File: config.mk
export PLATFORM = sky130hd
export DESIGN_NAME = enc_gen
export DESIGN_NICKNAME = d
export VERILOG_FILES = /design/src/rtl/enc_gen.sv
export SDC_FILE = /design/constraint.sdc
export NUM_CORES = 1
export LEC_CHECK = 0
export ABC_AREA = 1
export BUFFER_PORTS_ARGS = -buffer_cell sky130_fd_sc_hd__buf_2
export CAP_MARGIN = 20
export CORE_ASPECT_RATIO = 0.8
export CORE_MARGIN = 2
export CORE_UTILIZATION = 45
export CTS_BUF_LIST = sky130_fd_sc_hd__clkbuf_4 sky130_fd_sc_hd__clkbuf_8 sky130_fd_sc_hd__clkbuf_16
export DETAILED_ROUTE_END_ITERATION = 10
export GPL_TIMING_DRIVEN = 0
export HOLD_SLACK_MARGIN = 0.1
export PLACE_DENSITY = 0.65
export SETUP_SLACK_MARGIN = 0.15
export SLEW_MARGIN = 20
export SYNTH_ARGS = -nofsm -noshare
export SYNTH_HDL_FRONTEND = slang
export SYNTH_SLANG_ARGS = --single-unit
File: constraint.sdc
create_clock -name CLK -period 3.9 [get_ports CLK]
set_clock_uncertainty 0.05 [all_clocks]
set_input_delay 0.78 -clock CLK [delete_from_list [all_inputs] [get_ports CLK]]
set_output_delay 0.78 -clock CLK [all_outputs]
set_load 0.005 [all_outputs]
File: src/rtl/enc_gen.sv
// ---------------------------------------------------------------------------
// enc_gen -- quadrature encoder signal generator
//
// Produces A/B quadrature outputs with an index pulse, tracking a
// quarter-step position (0 .. 4*P_PPR-1) and a signed revolution count.
// Each quarter-step is I_PERIOD clock cycles long (0 is treated as 1).
//
// Ports:
//   CLK       in   system clock, rising edge
//   I_ARM     in   asynchronous active-low reset
//   I_EN      in   run enable (high = generate, low = hold)
//   I_DIR     in   direction, 1 = forward (A leads B), 0 = reverse
//   I_PERIOD  in   [31:0] clock cycles per quarter-step
//   O_A       out  encoder channel A
//   O_B       out  encoder channel B
//   O_Z       out  index pulse, high while running at position 0
//   O_POS     out  [15:0] quarter-step position
//   O_REV     out  [31:0] signed revolution count
//   O_RUN     out  high while running
// ---------------------------------------------------------------------------
module enc_gen #(
    parameter int unsigned P_PPR = 1024
) (
    input  logic        CLK,
    input  logic        I_ARM,
    input  logic        I_EN,
    input  logic        I_DIR,
    input  logic [31:0] I_PERIOD,
    output logic        O_A,
    output logic        O_B,
    output logic        O_Z,
    output logic [15:0] O_POS,
    output logic [31:0] O_REV,
    output logic        O_RUN
);

    localparam int unsigned POS_MAX_I = 4 * P_PPR - 1;
    localparam logic [15:0] POS_MAX   = POS_MAX_I[15:0];

    typedef enum logic [1:0] {
        ST_IDLE = 2'b01,
        ST_RUN  = 2'b10
    } state_e;

    state_e      state_q, state_d;
    logic [31:0] timer_q, timer_d;
    logic [31:0] per_q,   per_d;
    logic [15:0] pos_q,   pos_d;
    logic [31:0] rev_q,   rev_d;
    logic        run_q,   run_d;
    logic        z_q,     z_d;
    logic        a_q,     a_d;
    logic        b_q,     b_d;
    logic [31:0] per_eff;

    always_comb begin
        per_eff = (I_PERIOD == '0) ? 32'd1 : I_PERIOD;

        state_d = state_q;
        timer_d = timer_q;
        per_d   = per_q;
        pos_d   = pos_q;
        rev_d   = rev_q;

        case (state_q)
            ST_IDLE: begin
                if (I_EN) begin
                    state_d = ST_RUN;
                    timer_d = '0;
                    per_d   = per_eff;
                end
            end
            ST_RUN: begin
                if (!I_EN) begin
                    // Leaving RUN drops any partial count; the exit edge never steps.
                    state_d = ST_IDLE;
                    timer_d = '0;
                end else if (timer_q == per_q - 32'd1) begin
                    timer_d = '0;
                    per_d   = per_eff;
                    if (I_DIR) begin
                        if (pos_q == POS_MAX) begin
                            pos_d = '0;
                            rev_d = rev_q + 32'd1;
                        end else begin
                            pos_d = pos_q + 16'd1;
                        end
                    end else begin
                        if (pos_q == '0) begin
                            pos_d = POS_MAX;
                            rev_d = rev_q - 32'd1;
                        end else begin
                            pos_d = pos_q - 16'd1;
                        end
                    end
                end else begin
                    timer_d = timer_q + 32'd1;
                end
            end
            default: begin
                state_d = ST_IDLE;
                timer_d = '0;
            end
        endcase

        // Outputs are registered from next-state values so they change
        // exactly on the step edge and never glitch.
        run_d = (state_d == ST_RUN);
        z_d   = (state_d == ST_RUN) && (pos_d == '0);
        a_d   = pos_d[0] ^ pos_d[1];
        b_d   = pos_d[1];
    end

    always_ff @(posedge CLK or negedge I_ARM) begin
        if (!I_ARM) begin
            state_q <= ST_IDLE;
            timer_q <= '0;
            per_q   <= 32'd1;
            pos_q   <= '0;
            rev_q   <= '0;
            run_q   <= 1'b0;
            z_q     <= 1'b0;
            a_q     <= 1'b0;
            b_q     <= 1'b0;
        end else begin
            state_q <= state_d;
            timer_q <= timer_d;
            per_q   <= per_d;
            pos_q   <= pos_d;
            rev_q   <= rev_d;
            run_q   <= run_d;
            z_q     <= z_d;
            a_q     <= a_d;
            b_q     <= b_d;
        end
    end

    assign O_A   = a_q;
    assign O_B   = b_q;
    assign O_Z   = z_q;
    assign O_POS = pos_q;
    assign O_REV = rev_q;
    assign O_RUN = run_q;

endmodule

==> impl_metrics.prom <==
# TYPE chip_impl_metric gauge
chip_impl_info{name="result_of_the_run",value="completed"} 1
chip_impl_metric{name="crit_fanout",unit=""} 10
chip_impl_metric{name="tns",unit="ns"} 0
chip_impl_metric{name="seq_power_share",unit="%"} 33.7
chip_impl_metric{name="cts-hold-fix-buffers",unit=""} 0
chip_impl_metric{name="synth_seq_cells",unit=""} 117
chip_impl_metric{name="synth_fp_nets",unit=""} 1402
chip_impl_metric{name="critical_path_arrival",unit="ns"} 4.02
chip_impl_metric{name="drt-wirelength-per-cell",unit="µm"} 15.0
chip_impl_metric{name="num_io_pins",unit=""} 88
chip_impl_metric{name="globalRouteTotalUtil",unit="%"} 24.8
chip_impl_metric{name="totalWireLength",unit="µm"} 25700
chip_impl_info{name="root_buffer",value="sky130_fd_sc_hd__clkbuf_16"} 1
chip_impl_metric{name="power.density",unit="mW/mm²"} 449
chip_impl_info{name="worstSetupStartpointType",value="flip-flop"} 1
chip_impl_metric{name="drtIter0Drc",unit=""} 771
chip_impl_metric{name="cts_inserted_buffers",unit=""} 17
chip_impl_metric{name="cp_slowest_stage_delay",unit="ns"} 0.43
chip_impl_metric{name="count_of_nets_after_finishing",unit=""} 1511
chip_impl_metric{name="power.static_leakage",unit="µW"} 0.00516
chip_impl_metric{name="finalSetupViolCount",unit=""} 0
chip_impl_metric{name="synth-async-reset-ratio",unit="%"} 100
chip_impl_info{name="path_common_cell",value="sky130_fd_sc_hd__nor2_1"} 1
chip_impl_info{name="timing.setup.critical_path_class",value="reg2reg"} 1
chip_impl_metric{name="portBuffers",unit=""} 87
chip_impl_metric{name="placement.cell_area",unit="mm²"} 0.00997
chip_impl_metric{name="grt-ovfl-total",unit=""} 0
chip_impl_metric{name="total_switching_power",unit="µW"} 1810
chip_impl_metric{name="sw_frac_of_total",unit="%"} 38.0
chip_impl_metric{name="instance_count_after_placement_with_tap_cells_included",unit=""} 1679
chip_impl_metric{name="adder_cell_share_of_the_synthesized_area",unit="%"} 5.40
chip_impl_metric{name="start_util",unit="%"} 46.1
chip_impl_metric{name="relSlewSlack",unit="%"} 52.2
chip_impl_metric{name="core_area",unit="mm²"} 0.0199
chip_impl_metric{name="clock_tree_buf_depth",unit=""} 2
chip_impl_metric{name="fin_crit_sh",unit="%"} 95.5
chip_impl_metric{name="die_x",unit="µm"} 164
chip_impl_metric{name="timing.final.hold_violations",unit=""} 0
chip_impl_metric{name="drt.antenna.violating_nets",unit=""} 0
chip_impl_metric{name="synthCells",unit=""} 1327
chip_impl_metric{name="drt-vias-per-instance",unit=""} 5.34
chip_impl_metric{name="max-vdd-ir-drop",unit="µV"} 246
chip_impl_metric{name="clkTransAtPathRegs",unit="ns"} 0.06
chip_impl_info{name="layout.cells.most_common_list",value="284 x sky130_fd_sc_hd__nand2_1, 177 x sky130_fd_sc_hd__nor2_1, 172 x sky130_fd_sc_hd__inv_1"} 1
chip_impl_info{name="synth_top_family_by_area",value="simple AND/OR/NAND/NOR gates"} 1
chip_impl_metric{name="timing_worst_slew_pin_value",unit="ns"} 0.711
chip_impl_metric{name="place_hpwl",unit="µm"} 19800
chip_impl_metric{name="netlist-cell-type-count",unit=""} 44
chip_impl_metric{name="postSynthAreaPerCell",unit="µm²"} 6.91
chip_impl_info{name="path_delay_family",value="simple AND/OR/NAND/NOR gates"} 1
chip_impl_metric{name="combinational_share_of_power",unit="%"} 33.1
chip_impl_metric{name="design.die.area",unit="mm²"} 0.0215
chip_impl_metric{name="area.growth.synth_to_final",unit="%"} 15.4
chip_impl_metric{name="synth_sequential_area_ratio",unit="%"} 32.0
chip_impl_metric{name="post_synth_and_or_nand_nor_area_fraction",unit="%"} 30.6
chip_impl_metric{name="num_antenna_cells",unit=""} 0
chip_impl_info{name="tritoncts",value="built"} 1
chip_impl_metric{name="intPower",unit="µW"} 2950
chip_impl_metric{name="synthesis.yosys.warnings",unit=""} 0
chip_impl_info{name="grt_setup_unrepaired",value="true"} 1
chip_impl_info{name="final_common_cell",value="sky130_fd_sc_hd__nand2_1"} 1
chip_impl_metric{name="synthMuxAreaShare",unit="%"} 0.491
chip_impl_info{name="worstHoldPathType",value="in2async"} 1
chip_impl_metric{name="critical_path_buf_inv_count",unit=""} 2
chip_impl_metric{name="final_total_pwr",unit="µW"} 4750
chip_impl_metric{name="via_count",unit=""} 9144
chip_impl_metric{name="vias_in_the_first_global_route",unit=""} 8462
chip_impl_metric{name="htreeDepth",unit=""} 4
chip_impl_metric{name="total_clock_sinks",unit=""} 117
chip_impl_metric{name="drc",unit=""} 0
chip_impl_metric{name="fmax",unit="MHz"} 268
chip_impl_metric{name="firstDrtPassIters",unit=""} 5
chip_impl_info{name="critPathCaptureType",value="flip-flop"} 1
chip_impl_metric{name="drv_cap",unit=""} 0
chip_impl_metric{name="die_height",unit="µm"} 132
chip_impl_metric{name="clock_share_of_power",unit="%"} 33.1
chip_impl_metric{name="final_area",unit="mm²"} 0.0106
chip_impl_metric{name="synth_area",unit="mm²"} 0.00917
chip_impl_metric{name="synth_edf_count",unit=""} 0
chip_impl_metric{name="yosys.area_share.xor_xnor",unit="%"} 9.32
chip_impl_metric{name="instances_no_fill",unit=""} 1711
chip_impl_metric{name="worst-endpoint-required",unit="ns"} 4.19
chip_impl_metric{name="drv_slew",unit=""} 0
chip_impl_metric{name="grt_first_pass_wirelength",unit="µm"} 42900
chip_impl_info{name="crit_path_cell_trace",value="nor2_1 > nand2_1 > nor2_1 > nand4_1 > xor2_1 > nand3_1 > nor2_4 > nand3_4 > buf_2 > inv_1 > o211ai_1 > o21ai_0 > ha_1 > and3_1 > nand2_1 > nor2_1 > nand2_1 > nor2_1"} 1
chip_impl_metric{name="synth_compound_gate_area_share",unit="%"} 13.4
chip_impl_info{name="critical_path.slowest_cell",value="sky130_fd_sc_hd__dfrtp_1"} 1
chip_impl_metric{name="globalplace.congestion",unit=""} 0.940
chip_impl_metric{name="maximum_number_of_pins_on_one_net_before_global_route_repair",unit=""} 64
chip_impl_metric{name="layout-drive-gt1-share",unit="%"} 11.1
chip_impl_metric{name="rows",unit=""} 46
chip_impl_info{name="ys_dominant_reg_cell",value="sky130_fd_sc_hd__dfrtp_1"} 1
chip_impl_metric{name="finalCriticalPeriod",unit="ns"} 3.72
chip_impl_metric{name="antenna_found_initial",unit=""} 0
chip_impl_metric{name="worstSkewPairLatency",unit="ns"} 0.42
layout make-up:
type / instances / area [µm²]
clock buffers: 22 / 488
well taps: 264 / 330
plain buffers: 26 / 126
repair buffers: 90 / 484
inverters: 182 / 686
fillers: 1992 / 9330
clock inverters: 8 / 100
flip-flops and latches: 117 / 2930
multi-input cells: 1002 / 5440
worst register-to-register path, cell delays in order (launching register included):
cell and delay, ns:
sky130_fd_sc_hd__dfrtp_1 0.43, sky130_fd_sc_hd__nor2_1 0.16, sky130_fd_sc_hd__nand2_1 0.11, sky130_fd_sc_hd__nor2_1 0.38, sky130_fd_sc_hd__nand4_1 0.17, sky130_fd_sc_hd__xor2_1 0.38, sky130_fd_sc_hd__nand3_1 0.22, sky130_fd_sc_hd__nor2_4 0.26
sky130_fd_sc_hd__nand3_4 0.16, sky130_fd_sc_hd__buf_2 0.24, sky130_fd_sc_hd__inv_1 0.13, sky130_fd_sc_hd__o211ai_1 0.09, sky130_fd_sc_hd__o21ai_0 0.14, sky130_fd_sc_hd__ha_1 0.23, sky130_fd_sc_hd__and3_1 0.16, sky130_fd_sc_hd__nand2_1 0.05
sky130_fd_sc_hd__nor2_1 0.08, sky130_fd_sc_hd__nand2_1 0.08, sky130_fd_sc_hd__nor2_1 0.11
sequential cells by signal, summed over array words and instances, names as in the netlist:
register	count
O_REV	32
per_q	32
timer_q	32
O_POS	16
state_q	2
O_A	1
O_RUN	1
O_Z	1
final timing paths:
| path | to | depth (start not counted) | slack, ns | startpoint |
|---|---|---|---|---|
| max reg2reg | O_Z$_DFF_PN0_ | 18 | 0.18 | per_q[8]$_DFFE_PN0P_ |
| max | O_Z$_DFF_PN0_ | 18 | 0.18 | per_q[8]$_DFFE_PN0P_ |
| min | per_q[21]$_DFFE_PN0P_ | 1 | 0.31 | I_ARM |
| min reg2reg | per_q[31]$_DFFE_PN0P_ | 1 | 0.49 | per_q[31]$_DFFE_PN0P_ |
| min in group CLK | per_q[31]$_DFFE_PN0P_ | 1 | 0.49 | per_q[31]$_DFFE_PN0P_ |
| max in group asynchronous | state_q[0]$_DFF_PN1_ | 2 | 2.75 | I_ARM |
layer usage:
metal  global-route usage (%)  part of all wire, %
met1                     38.5                   51
met2                     35.9                   41
met3                     4.17                  7.1
met4                     5.17                  1.0
met5                        0                    0
repair_timing:
action | CTS | global route
pin swaps | 0 | 2
setup endpoints to repair | 1 | 8
buffers inserted | 0 | 2
gates resized for setup | 1 | 4
per-stage QoR:
step	setup slack (ns)	hold WS, ns	util (%)
floorplan	0.704	0.434	-
global placement	-0.253	0.459	49.9
detailed placement	-0.253	0.477	50.1
CTS	0.159	0.326	53.0
global route	-0.0802	0.349	53.1
finish	0.175	0.311	53.1
synth_stat cells, types with 3 or more instances:
cell	n	area, µm²
sky130_fd_sc_hd__xor2_1	74	648
sky130_fd_sc_hd__dfrtp_1	115	2880
sky130_fd_sc_hd__a21boi_0	3	22.5
sky130_fd_sc_hd__o211ai_1	4	30.0
sky130_fd_sc_hd__ha_1	38	475
sky130_fd_sc_hd__or4_1	3	22.5
sky130_fd_sc_hd__nor3_1	36	180
sky130_fd_sc_hd__buf_4	4	30.0
sky130_fd_sc_hd__o31ai_1	4	30.0
sky130_fd_sc_hd__a31oi_1	12	75.1
sky130_fd_sc_hd__mux2_2	4	45.0
sky130_fd_sc_hd__nand2_1	284	1070
sky130_fd_sc_hd__o32ai_1	18	158
sky130_fd_sc_hd__buf_2	11	55.1
sky130_fd_sc_hd__nand3_1	77	385
sky130_fd_sc_hd__inv_1	172	646
sky130_fd_sc_hd__clkbuf_1	11	41.3
sky130_fd_sc_hd__o21bai_1	4	30.0
sky130_fd_sc_hd__o21ai_0	81	405
sky130_fd_sc_hd__a21oi_1	76	380
sky130_fd_sc_hd__clkinv_1	4	15.0
sky130_fd_sc_hd__nand3b_1	4	30.0
sky130_fd_sc_hd__inv_2	6	22.5
sky130_fd_sc_hd__o21a_1	6	45.0
sky130_fd_sc_hd__nor2_1	178	668
sky130_fd_sc_hd__xnor2_1	21	184
sky130_fd_sc_hd__nor2_2	4	25.0
sky130_fd_sc_hd__nor4_1	10	62.6
sky130_fd_sc_hd__nor2_4	3	33.8
sky130_fd_sc_hd__nand4_1	40	250
cell families (layout without fill, tap and decap cells):
family	Yosys count	in the layout
AOI/OAI and AO/OA	214	214
DFF	117	117
xor gates and xnor gates	96	96
adders and majority gates	39	39
buffers and inverters	208	328
and+or+nand+nor	649	649
muxes	4	4
power groups by stage:
| stage | clock, µW | sequential [µW] | combinational (µW) |
|---|---|---|---|
| finish | 1570 | 1600 | 1580 |
| global route | 1670 | 1640 | 1810 |
| CTS | 1610 | 1610 | 1560 |
| detailed placement | 0 | 1630 | 1550 |
| global placement | 0 | 1630 | 1520 |
| floorplan | 0 | 1570 | 1180 |
No activity file was read; power rests on OpenSTA's default activity.
